--- src/rtl/mmio_timer.sv ---
// mmio_timer: word-addressed timer peripheral with prescaler,
// compare match, auto-reload and level interrupt.
module mmio_timer #(
  parameter logic [8:0] BASE_ADDR = 9'h180
) (
  input  logic        clk,
  input  logic        reset,
  input  logic [1:0]  mem_cmd,
  input  logic [8:0]  mem_addr,
  input  logic [15:0] write_data,
  output logic [15:0] read_data,
  output logic        read_en,
  output logic        irq
);

  localparam logic [1:0]  CMD_READ  = 2'b01;
  localparam logic [1:0]  CMD_WRITE = 2'b10;
  localparam logic [1:0]  IDX_CTRL  = 2'd0;
  localparam logic [1:0]  IDX_COUNT = 2'd1;
  localparam logic [1:0]  IDX_CMP   = 2'd2;
  localparam logic [1:0]  IDX_STAT  = 2'd3;
  localparam logic [15:0] CTRL_MASK = 16'hFF07;

  logic [15:0] ctrl_q, ctrl_d;
  logic [15:0] count_q, count_d;
  logic [15:0] cmp_q, cmp_d;
  logic        match_q, match_d;
  logic [7:0]  pre_q, pre_d;
  logic [15:0] rdata_q, rdata_d;

  logic       hit;
  logic       rd_hit;
  logic       wr_hit;
  logic [1:0] idx;
  logic       sel_ctrl;
  logic       sel_count;
  logic       sel_cmp;
  logic       sel_stat;
  logic       wr_ctrl;
  logic       wr_count;
  logic       wr_cmp;
  logic       wr_stat;

  logic       en;
  logic       auto_rld;
  logic       ie;
  logic [7:0] prescale;
  logic       tick;
  logic       cnt_eq;

  // Address decode and bus strobes
  always_comb begin
    hit       = (mem_addr[8:2] == BASE_ADDR[8:2]);
    idx       = mem_addr[1:0];
    rd_hit    = hit & (mem_cmd == CMD_READ);
    wr_hit    = hit & (mem_cmd == CMD_WRITE);
    sel_ctrl  = (idx == IDX_CTRL);
    sel_count = (idx == IDX_COUNT);
    sel_cmp   = (idx == IDX_CMP);
    sel_stat  = (idx == IDX_STAT);
    wr_ctrl   = wr_hit & sel_ctrl;
    wr_count  = wr_hit & sel_count;
    wr_cmp    = wr_hit & sel_cmp;
    wr_stat   = wr_hit & sel_stat;
  end

  // Control fields and prescaler tick
  always_comb begin
    en       = ctrl_q[0];
    auto_rld = ctrl_q[1];
    ie       = ctrl_q[2];
    prescale = ctrl_q[15:8];
    tick     = en & (pre_q == prescale);
    cnt_eq   = (count_q == cmp_q);
  end

  // Prescaler: runs 0..PRESCALE while enabled, restarts on CTRL write
  always_comb begin
    pre_d = pre_q;
    if (!en) begin
      pre_d = 8'd0;
    end else if (tick) begin
      pre_d = 8'd0;
    end else begin
      pre_d = pre_q + 8'd1;
    end
    if (wr_ctrl) begin
      pre_d = 8'd0;
    end
  end

  // Counter: tick advances or reloads, CPU write overrides
  always_comb begin
    count_d = count_q;
    if (tick) begin
      if (cnt_eq && auto_rld) begin
        count_d = 16'd0;
      end else begin
        count_d = count_q + 16'd1;
      end
    end
    if (wr_count) begin
      count_d = write_data;
    end
  end

  // Sticky match flag: W1C, but a new match wins
  always_comb begin
    match_d = match_q;
    if (wr_stat && write_data[0]) begin
      match_d = 1'b0;
    end
    if (tick && cnt_eq) begin
      match_d = 1'b1;
    end
  end

  // Plain configuration registers
  always_comb begin
    ctrl_d = ctrl_q;
    cmp_d  = cmp_q;
    if (wr_ctrl) begin
      ctrl_d = write_data & CTRL_MASK;
    end
    if (wr_cmp) begin
      cmp_d = write_data;
    end
  end

  // Registered readback of pre-edge register values
  always_comb begin
    rdata_d = rdata_q;
    if (rd_hit) begin
      unique case (1'b1)
        sel_ctrl:  rdata_d = ctrl_q;
        sel_count: rdata_d = count_q;
        sel_cmp:   rdata_d = cmp_q;
        sel_stat:  rdata_d = {15'd0, match_q};
        default:   rdata_d = rdata_q;
      endcase
    end
  end

  // State update with synchronous reset taking priority
  always_ff @(posedge clk) begin
    if (reset) begin
      ctrl_q  <= 16'd0;
      count_q <= 16'd0;
      cmp_q   <= 16'd0;
      match_q <= 1'b0;
      pre_q   <= 8'd0;
      rdata_q <= 16'd0;
    end else begin
      ctrl_q  <= ctrl_d;
      count_q <= count_d;
      cmp_q   <= cmp_d;
      match_q <= match_d;
      pre_q   <= pre_d;
      rdata_q <= rdata_d;
    end
  end

  assign read_data = rdata_q;
  assign read_en   = rd_hit;
  assign irq       = match_q & ie;

endmodule

--- config.mk ---
export PLATFORM = sky130hd
export DESIGN_NAME = mmio_timer
export DESIGN_NICKNAME = d
export VERILOG_FILES = /design/src/rtl/mmio_timer.sv
export SDC_FILE = /design/constraint.sdc
export NUM_CORES = 1
export LEC_CHECK = 0
export CAP_MARGIN = 20
export CORE_MARGIN = 1
export CORE_UTILIZATION = 50
export DETAILED_ROUTE_END_ITERATION = 16
export MAX_ROUTING_LAYER = met4
export PLACE_DENSITY_LB_ADDON = 0.05
export SYNTH_ARGS = -nofsm -noshare
export SYNTH_HDL_FRONTEND = slang
export SYNTH_SLANG_ARGS = --single-unit
--- constraint.sdc ---
create_clock -name clk -period 1.9 [get_ports clk]
set_input_delay 0.38 -clock clk [delete_from_list [all_inputs] [get_ports clk]]
set_output_delay 0.38 -clock clk [all_outputs]
set_load 0.005 [all_outputs]
==> results.py, run 1 <==
metrics = {
    "run_status": {
        "status": "finished, final reports clean",
    },
    "logic_synthesis": {
        "seq_area_frac_synth_pct": 38.15,
        "synth_top_area_share_pct": 38.15,
        "synth.most_common_cell": "nor2_1",
        "synth_edf_count": 0,
        "synthCells": 409,
        "ys_ff_latch": 68,
        "synth_fp_nets": 440,
        "yosysWarnings": 0,
        "synthTopCellsByCount": "69 x nor2_1, 68 x dfxtp_1, 38 x mux2i_1, 22 x a21oi_1, 22 x xor2_1",
        "avgSynthCellArea_um2": 8.725,
        "synthFlopType": "dfxtp_1",
        "ys_types": 45,
        "netlist.top_cell.by_area": "dfxtp_1",
        "synth_area_leaders": "dfxtp_1 38%, mux2i_1 11%, nor2_1 7.3%, xor2_1 5.4%, a2bb2oi_1 3.9%",
        "netlist_area_mm2": 0.003568,
        "async_flop_share_pct": 0,
    },
    "grt": {
        "grt_pass1_vias": 3103,
        "grt_first_pass_wirelength_mm": 15.21,
        "grt_usage_pct": 27.35,
        "overflow": 0,
        "grt_start_max_net_pins": 32,
        "antenna_found_initial": 0,
    },
    "place": {
        "numPortBuffers": 46,
        "place_inst": 558,
        "globalplace.congestion": 0.8515,
        "dp_hpwl_mm": 6.587,
    },
    "sta": {
        "finalHoldViolCount": 0,
        "slew_headroom_pct": 75.73,
        "min_period_over_period_pct": 96.99,
        "whs_ns": 0.4857,
        "maxSlewViolCount": 0,
        "period_minus_slack_ns": 1.843,
        "fin_tns_setup_ns": 0,
        "maxClockFrequency_ghz": 0.5427,
        "tightest_slew_ns": 0.3627,
        "rsz0062_at_grt": "true",
        "setup_violations": 0,
        "skew_ns": 0.009798,
    },
    "min_path": {
        "hold_path.class": "in -> reg",
    },
    "flow_run": {
        "maxCapViolations": 0,
    },
    "worst_setup_path": {
        "critPathKind": "in -> reg",
        "crit_path_max_fanout": 7,
        "cp_cell_sequence": "clkdlybuf4s50_1, and4bb_2, buf_6, nand3_4, or3_4, buf_8, mux2i_2, nor2_1",
        "critical_path_buf_inv_count": 3,
        "critPathSlowestCell": "or3_4",
        "slowest_delay_ns": 0.42,
        "cp_top_family": "simple AND/OR/NAND/NOR gates",
        "critPathCaptureType": "flop",
        "critical_path_arrival_ns": 2.08,
        "required_ns": 2.13,
        "cp-start-kind": "input port",
    },
    "power": {
        "ir_worst_vdd_v": 0.0005377,
        "cellLeakagePower_nw": 2.003,
        "p_total_mw": 3.267,
        "powerDensity_mw_per_mm2": 701.0,
    },
    "floorplan": {
        "die_height_um": 86.48,
        "core_mm2": 0.006832,
        "placementRows": 30,
        "start_util_pct": 52.23,
        "die_area_mm2": 0.007479,
        "ios": 47,
        "die_x_um": 86.48,
    },
    "detailed_routing": {
        "wire_per_inst_um": 16.10,
        "first_iter_violations": 183,
        "drc_errors": 0,
        "wl_mm": 9.274,
        "vias": 3186,
        "ant_nets": 0,
        "vias_per_cell": 5.531,
        "firstDrtPassIters": 4,
    },
    "clock_tree": {
        "clock-sinks": 68,
        "clock-root-buffer": "clkbuf_8",
        "cts_buffer_depth": 2,
        "htreeDepth": 3,
        "clk_latency_ns": 0.35,
        "cts_made_buffers": 9,
        "clk_pin_slew_ns": 0.08,
        "hold_buffers": 0,
        "cts_tree": "built",
    },
    "cells_and_area": {
        "drive_gt1_share_pct": 17.50,
        "area_growth_pct": 30.61,
        "fillers": 588,
        "fin_cells": 576,
        "layout.nets": 506,
        "n_antenna_cell": 0,
        "final_util_pct": 68.22,
    },
}
[worst paths after layout]
| check | cells past startpoint | to | slack (ns) | from |
|---|---|---|---|---|
| worst max-delay path | 8 | ctrl_q[13]$_SDFFE_PP0P_ | 0.06 | mem_addr[6] |
| worst min-delay path | 4 | count_q[12]$_SDFFE_PP0P_ | 0.49 | reset |
| worst max register to register | 6 | count_q[14]$_SDFFE_PP0P_ | 0.09 | count_q[1]$_SDFFE_PP0P_ |
| worst min register to register | 2 | read_data[1]$_SDFFE_PP0P_ | 0.50 | read_data[1]$_SDFFE_PP0P_ |
[logic make-up (layout without fill, tap and decap cells)]
group | after synthesis | in the layout | share of synthesized area, %
and+or+nand+nor | 145 | 145 | 20.58
xor gates and xnor gates | 34 | 34 | 8.345
DFF | 68 | 68 | 38.15
adders and majority gates | 2 | 2 | 0.7012
muxes | 39 | 39 | 11.29
AOI/OAI and AO/OA | 81 | 81 | 15.85
buffers and inverters | 40 | 111 | 5.084
[cells in the final DEF, fill, tap and decap left out, types with 9 or more instances in the layout]
master,netlist,final
a211oi_1,15,15
a21oi_1,22,22
a2bb2oi_1,16,16
buf_4,0,39
clkbuf_8,0,9
clkdlybuf4s50_1,0,44
dfxtp_1,68,67
mux2i_1,38,37
nand2_1,21,21
nand3_1,10,9
nor2_1,69,69
o22ai_1,13,13
xnor2_1,12,12
xor2_1,22,22
[tightest hold or removal path, cell delays in order]
cell	delay (ns)
buf_2	0.12
nor2_2	0.08
o211ai_2	0.13
o22ai_2	0.07
[through the flow]
stage | cell area (um2) | setup WS (ns)
global route | 4661 | -0.007417
global placement | 4339 | -0.3342
detailed placement | 4339 | -0.3371
floorplan | 3568 | 0.1273
finish | 4661 | 0.05724
CTS | 4619 | 0.002448
[power breakdown]
group	switching (mW)	total [mW]	leakage (nW)	internal, mW
Sequential	0.00486	1.43	0.548	1.43
Clock	0.595	1.61	0.130	1.01
Combinational	0.113	0.224	1.32	0.111
Total	0.713	3.27	2.00	2.55
[flip-flops by register name (all words and copies together), names as in the netlist]
name / cells
cmp_q: 16
count_q: 16
ctrl_q: 11
match_q: 1
pre_q: 8
read_data: 16
[layout make-up]
class | count | area, um2 | share of cell area [%]
clock buffer | 9 | 123.9 | 2.658
tap | 96 | 120.1 | 2.577
timing repair buffer | 90 | 829.5 | 17.80
sequential | 68 | 1363 | 29.23
inverter | 5 | 18.77 | 0.4027
multi-input combinational | 301 | 2061 | 44.21
clock inverter | 7 | 145.1 | 3.114
[metal layers]
layer | up-vias | share of wire [%] | global-route usage [%]
met3 | 17 | 4.2 | 3.905
met4 | 0 | 2.2 | 10.30
met2 | 87 | 48 | 45.09
met5 | - | 0 | -
li1 | 1574 | - | -
met1 | 1508 | 46 | 34.07
[what timing repair did]
item                                    CTS  global route
resized for setup                         6             8
endpoints found under the setup margin    3            16
pin swaps                                 1             4
buffers inserted                          1             2
No activity file was read; power rests on OpenSTA's default activity.
==> run 2: changes to the inputs <==
--- a/config.mk
+++ b/config.mk
@@ -7,7 +7,7 @@
 export LEC_CHECK = 0
 export CAP_MARGIN = 20
 export CORE_MARGIN = 1
-export CORE_UTILIZATION = 50
+export CORE_UTILIZATION = 55
 export DETAILED_ROUTE_END_ITERATION = 16
 export MAX_ROUTING_LAYER = met4
 export PLACE_DENSITY_LB_ADDON = 0.05
==> constraint.sdc (replaced) <==
create_clock -name clk -period 2 [get_ports clk]
set_input_delay 0.4 -clock clk [delete_from_list [all_inputs] [get_ports clk]]
set_output_delay 0.4 -clock clk [all_outputs]
set_load 0.005 [all_outputs]
==> results.py, run 2 (synthesis gave the netlist of run 1 again) <==
metrics = {
    "cells_and_area": {
        "final_cell_mix": "69 x nor2_1, 68 x dfxtp_1, 44 x clkdlybuf4s50_1",
        "area_growth_pct": 28.05,
        "layout.nets": 504,
        "drive_gt1_share_pct": 15.69,
        "final_common_cell": "nor2_1",
        "n_antenna_cell": 0,
        "final_util_pct": 74.96,
    },
    "sta": {
        "maxSlewViolCount": 0,
        "skew_ns": 0.01160,
        "slew_headroom_pct": 64.18,
        "tightest_slew_ns": 0.5372,
        "finalHoldViolCount": 0,
        "maxClockFrequency_ghz": 0.5238,
        "period_minus_slack_ns": 1.909,
        "min_period_over_period_pct": 95.46,
        "rsz0062_at_grt": "false",
        "setup_ws_ns": 0.09077,
        "setup_violations": 0,
    },
    "worst_setup_path": {
        "critPathSlowestCell": "clkdlybuf4s50_1",
        "required_ns": 1.60,
        "critical_path_arrival_ns": 1.51,
        "cp_cell_sequence": "clkdlybuf4s50_1, and4bb_2, and4b_1, clkdlybuf4s15_1",
        "critPathCaptureType": "output port",
        "critPathKind": "in -> out",
        "slowest_delay_ns": 0.40,
        "r2r_setup_slack_ns": 0.15,
        "crit_path_max_fanout": 2,
        "cp-start-kind": "input port",
    },
    "clock_tree": {
        "cts_buffer_depth": 2,
        "cts_tree": "built",
        "clk_pin_slew_ns": 0.07,
        "hold_buffers": 0,
        "clk_latency_ns": 0.35,
        "clock-root-buffer": "clkbuf_8",
        "htreeDepth": 3,
        "cts_made_buffers": 9,
        "clock-sinks": 68,
    },
    "grt": {
        "antenna_found_initial": 0,
        "grt_busiest_layer": "met2",
        "grtUsageMet1_pct": 40.82,
        "grt_pass1_vias": 2967,
        "grt_usage_pct": 29.99,
        "overflow": 0,
        "gr-usage-met3_pct": 3.846,
        "grt_start_max_net_pins": 32,
        "grt_use_met2_pct": 45.21,
        "grt_first_pass_wirelength_mm": 14.63,
    },
    "min_path": {
        "hold_path.class": "in -> reg",
    },
    "place": {
        "dp_hpwl_mm": 6.362,
        "dpl_worst_slack_ns": -0.2556,
        "numPortBuffers": 46,
        "globalplace.congestion": 0.8773,
    },
    "power": {
        "powerDensity_mw_per_mm2": 653.5,
        "p_total_mw": 2.986,
        "ir_worst_vdd_v": 0.0005105,
        "cellLeakagePower_nw": 1.990,
    },
    "detailed_routing": {
        "drc_errors": 0,
        "vias_per_cell": 5.769,
        "wl_mm": 9.169,
        "wire_per_inst_um": 16.58,
        "first_iter_violations": 184,
        "firstDrtPassIters": 4,
        "ant_nets": 0,
        "vias": 3190,
    },
    "floorplan": {
        "die_x_um": 82.55,
        "start_util_pct": 58.54,
        "placementRows": 28,
        "die_height_um": 82.55,
        "core_mm2": 0.006096,
        "ios": 47,
        "die_area_mm2": 0.006815,
    },
    "flow_run": {
        "maxCapViolations": 0,
    },
    "run_status": {
        "status": "finished, final reports clean",
    },
}
-- run 2: final timing paths --
check | from | endpoint | depth (start not counted)
max | mem_addr[6] | read_en | 4
min | reset | read_data[10]$_SDFFE_PP0P_ | 2
max reg2reg | count_q[1]$_SDFFE_PP0P_ | count_q[14]$_SDFFE_PP0P_ | 6
min reg2reg | read_data[2]$_SDFFE_PP0P_ | read_data[2]$_SDFFE_PP0P_ | 2
-- run 2: critical path: cells and delay by family --
| kind | cells | cell delay (ns) |
|---|---|---|
| simple gates | 2 | 0.51 |
| buf+inv | 2 | 0.61 |
-- run 2: cell type report --
type	instances	area (um2)
multi-input cells	301	2037
fillers	466	1526
flip-flops and latches	68	1361
repair buffers	88	808.3
clock buffers	12	155.1
clock inverters	4	95.09
well taps	75	93.84
inverters	5	18.77
-- run 2: stage by stage --
step	area, um2	instances	hold WS [ns]	setup TNS (ns)
detailed placement	4290	534	0.4958	-5.084
global placement	4290	534	0.4727	-2.379
CTS	4568	553	0.3956	0
floorplan	3568	409	0.4548	0
finish	4569	553	0.4045	0
global route	4569	553	0.4355	0
-- run 2: power by group --
part           switching (mW)  total (mW)  leakage [nW]  internal (mW)
Sequential            0.00487        1.36         0.547           1.36
Combinational           0.103       0.209          1.32          0.106
Clock                   0.518        1.41         0.127          0.895
-- run 2: timing repair --
action	CTS	global route
pin swaps	2	0
buffers inserted	3	0
gates resized for setup	2	1
setup endpoints to repair	1	1
-- run 2: per-layer routing --
| metal | share of wire (%) | vias to the layer above |
|---|---|---|
| li1 | - | 1576 |
| met1 | 46 | 1497 |
| met2 | 45 | 105 |
| met3 | 7.6 | 12 |
| met4 | 1.3 | 0 |
| met5 | 0 | - |
